===== config.mk =====
export PLATFORM = sky130hd
export DESIGN_NAME = tube_msg_sched
export DESIGN_NICKNAME = d
export VERILOG_FILES = /design/src/rtl/tube_pkg.sv /design/src/rtl/tube_fifo.sv /design/src/rtl/tube_msg_sched.sv
export SDC_FILE = /design/constraint.sdc
export NUM_CORES = 1
export LEC_CHECK = 0
export BUFFER_PORTS_ARGS = -buffer_cell sky130_fd_sc_hd__buf_2
export CORE_MARGIN = 3
export CORE_UTILIZATION = 44
export CTS_CLUSTER_SIZE = 10
export DETAILED_ROUTE_END_ITERATION = 8
export HOLD_SLACK_MARGIN = 0.03
export SLEW_MARGIN = 20
export SYNTH_ARGS = -nofsm -noshare
export SYNTH_HDL_FRONTEND = slang
export SYNTH_HIERARCHICAL = 1
export SYNTH_SLANG_ARGS = --single-unit

===== constraint.sdc =====
create_clock -name clk -period 3.3 [get_ports clk]
set_clock_uncertainty 0.1 [all_clocks]
set_input_delay 0.33 -clock clk [delete_from_list [all_inputs] [get_ports clk]]
set_output_delay 0.33 -clock clk [all_outputs]
set_load 0.02 [all_outputs]

===== src/rtl/tube_pkg.sv =====
// tube_pkg: shared widths, blank code and scheduler states for the tube message scheduler.
package tube_pkg;
    localparam int CHAR_W = 6;
    localparam int SLOTS = 8;
    localparam int FRAME_W = CHAR_W * SLOTS;
    localparam logic [CHAR_W-1:0] BLANK_CODE = 6'd0;
    localparam logic [FRAME_W-1:0] BLANK_FRAME = {SLOTS{BLANK_CODE}};
    typedef enum logic [1:0] {S_IDLE, S_RUN, S_DRAIN} state_t;
endpackage


===== src/rtl/tube_fifo.sv =====
// tube_fifo: DEPTH x CHAR_W synchronous FIFO with occupancy count and synchronous flush.
module tube_fifo
    import tube_pkg::*;
#(
    parameter int DEPTH = 8
) (
    input  logic                     clk,
    input  logic                     rst,
    input  logic                     flush,
    input  logic                     push,
    input  logic [CHAR_W-1:0]        din,
    input  logic                     pop,
    output logic [CHAR_W-1:0]        dout,
    output logic [$clog2(DEPTH):0]   count,
    output logic                     full,
    output logic                     empty
);
    localparam int AW = $clog2(DEPTH);
    logic [CHAR_W-1:0] mem [DEPTH];
    logic [AW-1:0] wp, rp;
    logic wr, rd;
    assign full = count == (AW+1)'(DEPTH);
    assign empty = count == '0;
    assign wr = push & ~full;
    assign rd = pop & ~empty;
    assign dout = mem[rp];
    always_ff @(posedge clk) begin
        if (wr)
            mem[wp] <= din;
    end
    always_ff @(posedge clk) begin
        if (!rst || flush) begin
            wp <= '0;
            rp <= '0;
            count <= '0;
        end else begin
            if (wr)
                wp <= wp + 1'b1;
            if (rd)
                rp <= rp + 1'b1;
            count <= count + (AW+1)'(wr) - (AW+1)'(rd);
        end
    end
endmodule


===== src/rtl/tube_msg_sched.sv =====
// tube_msg_sched: buffers decoded characters and scrolls them into the 8-slot tube frame once per tick.
// Define TUBE_SCROLL_BLANK_EN to scroll the message off with blanks after the last character.
module tube_msg_sched
    import tube_pkg::*;
#(
    parameter int DEPTH = 8,
    parameter int TICK_DIV = 50_000_000
) (
    input  logic                     clk,
    input  logic                     rst,
    input  logic                     in_valid,
    input  logic [CHAR_W-1:0]        in_data,
    output logic                     in_ready,
    input  logic                     clear,
    input  logic                     pause,
    output logic [FRAME_W-1:0]       frame,
    output logic [$clog2(DEPTH):0]   count,
    output logic                     busy
);
    localparam int TW = $clog2(TICK_DIV);
    localparam int CW = $clog2(DEPTH) + 1;
    logic [TW-1:0] tcnt;
    logic tick, push, pop, full, empty, last_pop, drain_shift;
    logic [CHAR_W-1:0] head;
    logic [FRAME_W-1:0] frame_nxt;
    state_t state, nxt, leave;
    assign tick = ~pause & (tcnt == TW'(TICK_DIV - 1));
    assign in_ready = rst & ~clear & ~full;
    assign push = in_valid & in_ready;
    assign pop = tick & ~empty & (state != S_DRAIN);
    // FIFO ends up empty after this edge's pop
    assign last_pop = pop & ~push & (count == CW'(1));
    assign busy = (count != '0) | (state == S_DRAIN);
`ifdef TUBE_SCROLL_BLANK_EN
    assign drain_shift = tick & (state == S_DRAIN);
    assign leave = (frame_nxt != BLANK_FRAME) ? S_DRAIN : S_IDLE;
`else
    assign drain_shift = 1'b0;
    assign leave = S_IDLE;
`endif
    assign frame_nxt = pop ? {frame[FRAME_W-CHAR_W-1:0], head} :
                       drain_shift ? {frame[FRAME_W-CHAR_W-1:0], BLANK_CODE} : frame;
    tube_fifo #(.DEPTH(DEPTH)) u_fifo (
        .clk(clk),
        .rst(rst),
        .flush(clear),
        .push(push),
        .din(in_data),
        .pop(pop),
        .dout(head),
        .count(count),
        .full(full),
        .empty(empty)
    );
    always_comb begin
        nxt = state;
        case (state)
            S_IDLE:  nxt = (count == '0) ? S_IDLE : (last_pop ? leave : S_RUN);
            S_RUN:   nxt = (count == '0 || last_pop) ? leave : S_RUN;
            S_DRAIN: nxt = (count != '0) ? S_RUN : ((frame_nxt == BLANK_FRAME) ? S_IDLE : S_DRAIN);
            default: nxt = S_IDLE;
        endcase
    end
    always_ff @(posedge clk) begin
        if (!rst || clear) begin
            state <= S_IDLE;
            frame <= BLANK_FRAME;
            tcnt <= '0;
        end else begin
            state <= nxt;
            frame <= frame_nxt;
            tcnt <= pause ? tcnt : (tick ? '0 : tcnt + 1'b1);
        end
    end
endmodule


==> metrics.yaml <==
outcome:
  status: "finished, final reports clean"
worst_setup_path:
  cp-end-kind: "register"
  r2r-start: "tcnt[7]"
  path_depth: 11
  path_class: "reg -> reg"
  critical_path_required_ns: 3.50
  crit_path_max_fanout: 5
  path_common_cell: "inv_1"
  path_delay_family: "simple AND/OR/NAND/NOR gates"
  rrSetupSlack_ns: 0.34
  cpMaxStageDelayCell: "nor4b_1"
  crit_chain: "nor4b_1 > nand3_1 > nor4_2 > inv_1 > nor2_2 > xnor2_1 > ha_1 > inv_1 > fa_1 > xor2_1 > nor2_1"
  crit_path_start: "tcnt[7]"
  r2r_cells: 11
  path_buf_inv: 2
  crit_arrival_ns: 3.16
  start_kind: "register"
  r2r_end: "u_fifo/count[2]"
  critPathMaxStageDelay_ns: 0.42
job:
  maxCapViolCount: 0
yosys:
  synth_top_area_share_pct: 30.6
  synth_flop_cell: "dfxtp_1"
  synth-seq-cells: 137
  yosysTopAreaCell: "dfxtp_1"
  synthArstFlopShare_pct: 0
  synth_compound_gate_area_share_pct: 5.34
  syn_area_sq_um: 5810
  synthesis.nets: 515
  ys_top_cells_by_area: "dfxtp_1 (31%), edfxtp_1 (25%), mux2i_1 (8.8%)"
  ys_warn_count: 6
  synth_top_family_by_area: "simple AND/OR/NAND/NOR gates"
  synth.area.mux_share_pct: 15.4
  synth_xor_area_share_pct: 1.81
  synth-simple-area-share_pct: 17.1
  syn_avg_cell_area_sq_um: 11.7
  yosysUniqueCellTypes: 45
  postSynthCellCount: 495
  synth-edff-count: 48
  ys_seq_area_share_pct: 55.4
  synth_fa_ha_area_share_pct: 2.07
cells_and_area:
  fin_area_sq_um: 6930
  drive_above_1_share_pct: 21.6
  fillCellCount: 1136
  num_antenna_cells: 0
  syn_to_final_growth_pct: 19.3
  num-nets-final: 589
timing:
  drv_slew: 0
  relSlewSlack_pct: 41.0
  hold_viol_final: 0
  worst_slew_pin_slew_ns: 0.883
  setup_violations: 0
  finalCritPeriodShare_pct: 89.8
  period_needed_ns: 2.96
  rsz0062_at_grt: "false"
  fmax_mhz: 337
  setup-tns-final_ns: 0
floorplan:
  design.portCount: 65
  die_y_microns: 121
  die_x_microns: 121
  initial_core_util_pct: 45.5
  die_area_sq_um: 14600
  floorplan.rows: 41
  core_sq_um: 12800
cts:
  ctsHtreeMaxLevel: 4
  cts_buffers: 17
  clock_insertion_delay_worst_skew_ns: 0.41
  cts_sinks: 137
  cts_max_path_buffers: 2
  cts-root-buf: "clkbuf_16"
  path_clk_slew_ns: 0.06
  cts_setup_buffers: 0
  cts_tree: "done"
min_path:
  worstHoldEndpoint: "u_fifo/mem[2][2]"
  hp-class: "in -> reg"
  worstHoldPathCells: 1
  min_from: "in_data[2]"
drt:
  wl_per_cell_microns: 16.0
  vias: 4109
  drt_iter0_drc: 285
  vias_per_cell: 5.45
  wl_microns: 12100
  ant_nets: 0
  drc_errors: 0
  detailedRoute.firstPassIterationCount: 5
power:
  p_leak_nw: 2.50
  p_per_area_nw_per_um2: 525
  ir_worst_vdd_mv: 0.320
placement:
  place_congestion: 0.815
  hpwl_microns: 8300
  portBuffers: 64
  place_area_sq_um: 6350
grt:
  grt_util_all_layers_pct: 17.6
  first_global_vias: 4011
  grt_overflow: 0
  grt_pass1_wl_microns: 20000
  antenna_found_initial: 0
  grt_max_degree: 55
==> power breakdown <==
part           internal (mW)  leakage [nW]  switching [mW]
clock network           1.08         0.278           0.753
logic                 0.0190          1.07          0.0417
registers               1.75          1.15         0.00276
==> area by class of cell <==
type | instances | area (sq um) | share of cell area [%]
well taps | 172 | 215 | 3.10
flip-flops and latches | 137 | 3220 | 46.5
clock buffers | 18 | 439 | 6.33
clock inverters | 14 | 139 | 2.00
repair buffers | 79 | 445 | 6.42
inverters | 9 | 33.8 | 0.487
multi-input cells | 325 | 2440 | 35.2
==> cell families (layout without fill, tap and decap cells) <==
family | Yosys count | count (layout)
and+or+nand+nor | 187 | 187
DFF | 137 | 137
muxes | 69 | 69
AOI/OAI and AO/OA | 48 | 48
buffers and inverters | 33 | 120
xor gates and xnor gates | 12 | 12
adders and majority gates | 9 | 9
==> worst register-to-register path, cell delays in order, from the launching register on <==
cell and delay, ns:
dfxtp_1 0.34, nor4b_1 0.42, nand3_1 0.20, nor4_2 0.39, inv_1 0.14, nor2_2 0.29
xnor2_1 0.16, ha_1 0.19, inv_1 0.06, fa_1 0.37, xor2_1 0.14, nor2_1 0.05
==> synthesized netlist by cell type, types with 6 or more instances <==
cell,n
mux2i_1,51
nor2_1,20
o21ai_0,6
clkbuf_1,12
inv_1,9
dfxtp_1,89
o31ai_1,12
nand4_1,10
a21oi_1,21
mux4_1,12
mux2_2,6
edfxtp_1,48
nand2b_1,7
nand3_1,15
ha_1,8
nor4_1,17
xor2_1,9
or4_1,12
nand2_1,70
==> worst max-delay path by stage <==
stage | end | slack [ns]
after global routing | u_fifo/count[2] | 0.06
final | u_fifo/count[2] | 0.34
after global placement | u_fifo/count[2] | 0.27
after detailed placement | u_fifo/count[2] | 0.11
after floorplan | u_fifo/count[2] | 0.37
after CTS | u_fifo/count[2] | 0.08
==> routing by layer <==
| layer | global-route usage, % | part of all wire (%) | routed length (microns) |
|---|---|---|---|
| met1 | 23.6 | 47 | 5660 |
| met2 | 27.5 | 47 | 5630 |
| met3 | 4.24 | 4.3 | 522 |
| met4 | 7.22 | 2.1 | 249 |
| met5 | 0 | 0 | 0 |
==> placed cells by master, fill, tap and decap left out, types with 2 or more instances in the layout <==
cell,Yosys,layout
inv_8,0,2
and3_1,4,4
nor2b_1,4,3
or4_1,12,12
buf_2,3,64
mux2_2,6,6
nand4_1,10,10
mux4_1,12,12
nand2_1,70,70
buf_4,3,14
edfxtp_1,48,48
inv_1,9,9
xnor2_1,3,3
o31a_1,2,2
mux2i_1,51,51
clkinvlp_4,0,2
clkbuf_16,0,17
o21ba_2,2,2
nor3b_1,2,2
o21ai_0,6,6
nand3_1,15,15
a21oi_1,21,21
dfxtp_1,89,89
and4_1,5,5
nor4_1,17,16
xor2_1,9,9
or3_1,5,5
nor3_1,4,4
nor4b_1,3,3
clkinv_4,0,2
and2_1,4,4
inv_6,0,5
nand2b_1,7,7
o31ai_1,12,12
nor2_1,20,19
ha_1,8,8
==> registers in the layout, indices dropped and copies added, names as in the netlist, named ones only <==
signal / count
tcnt: 26
u_fifo/count: 4
u_fifo/mem: 48
state: 2
u_fifo/wp: 3
frame: 48
u_fifo/rp: 3
==> timing repair <==
item,CTS,global route
endpoints found under the hold margin,0,0
hold buffers,0,0
setup endpoints to repair,0,3
resized for setup,0,2
==> stage by stage <==
step | hold WS, ns | utilization, % | power (mW) | cells | setup slack, ns
2_1_floorplan | 0.329 | - | 1.82 | 495 | 0.370
3_3_place_gp | 0.359 | 49.7 | 1.85 | 722 | 0.267
3_5_place_dp | 0.380 | 49.7 | 1.85 | 722 | 0.112
4_1_cts | 0.0665 | 54.2 | 3.68 | 754 | 0.0824
5_1_grt | 0.0858 | 54.3 | 3.76 | 754 | 0.0602
6_report | 0.0747 | 54.3 | 3.64 | 754 | 0.336
Power figures use the tool's default switching activity.
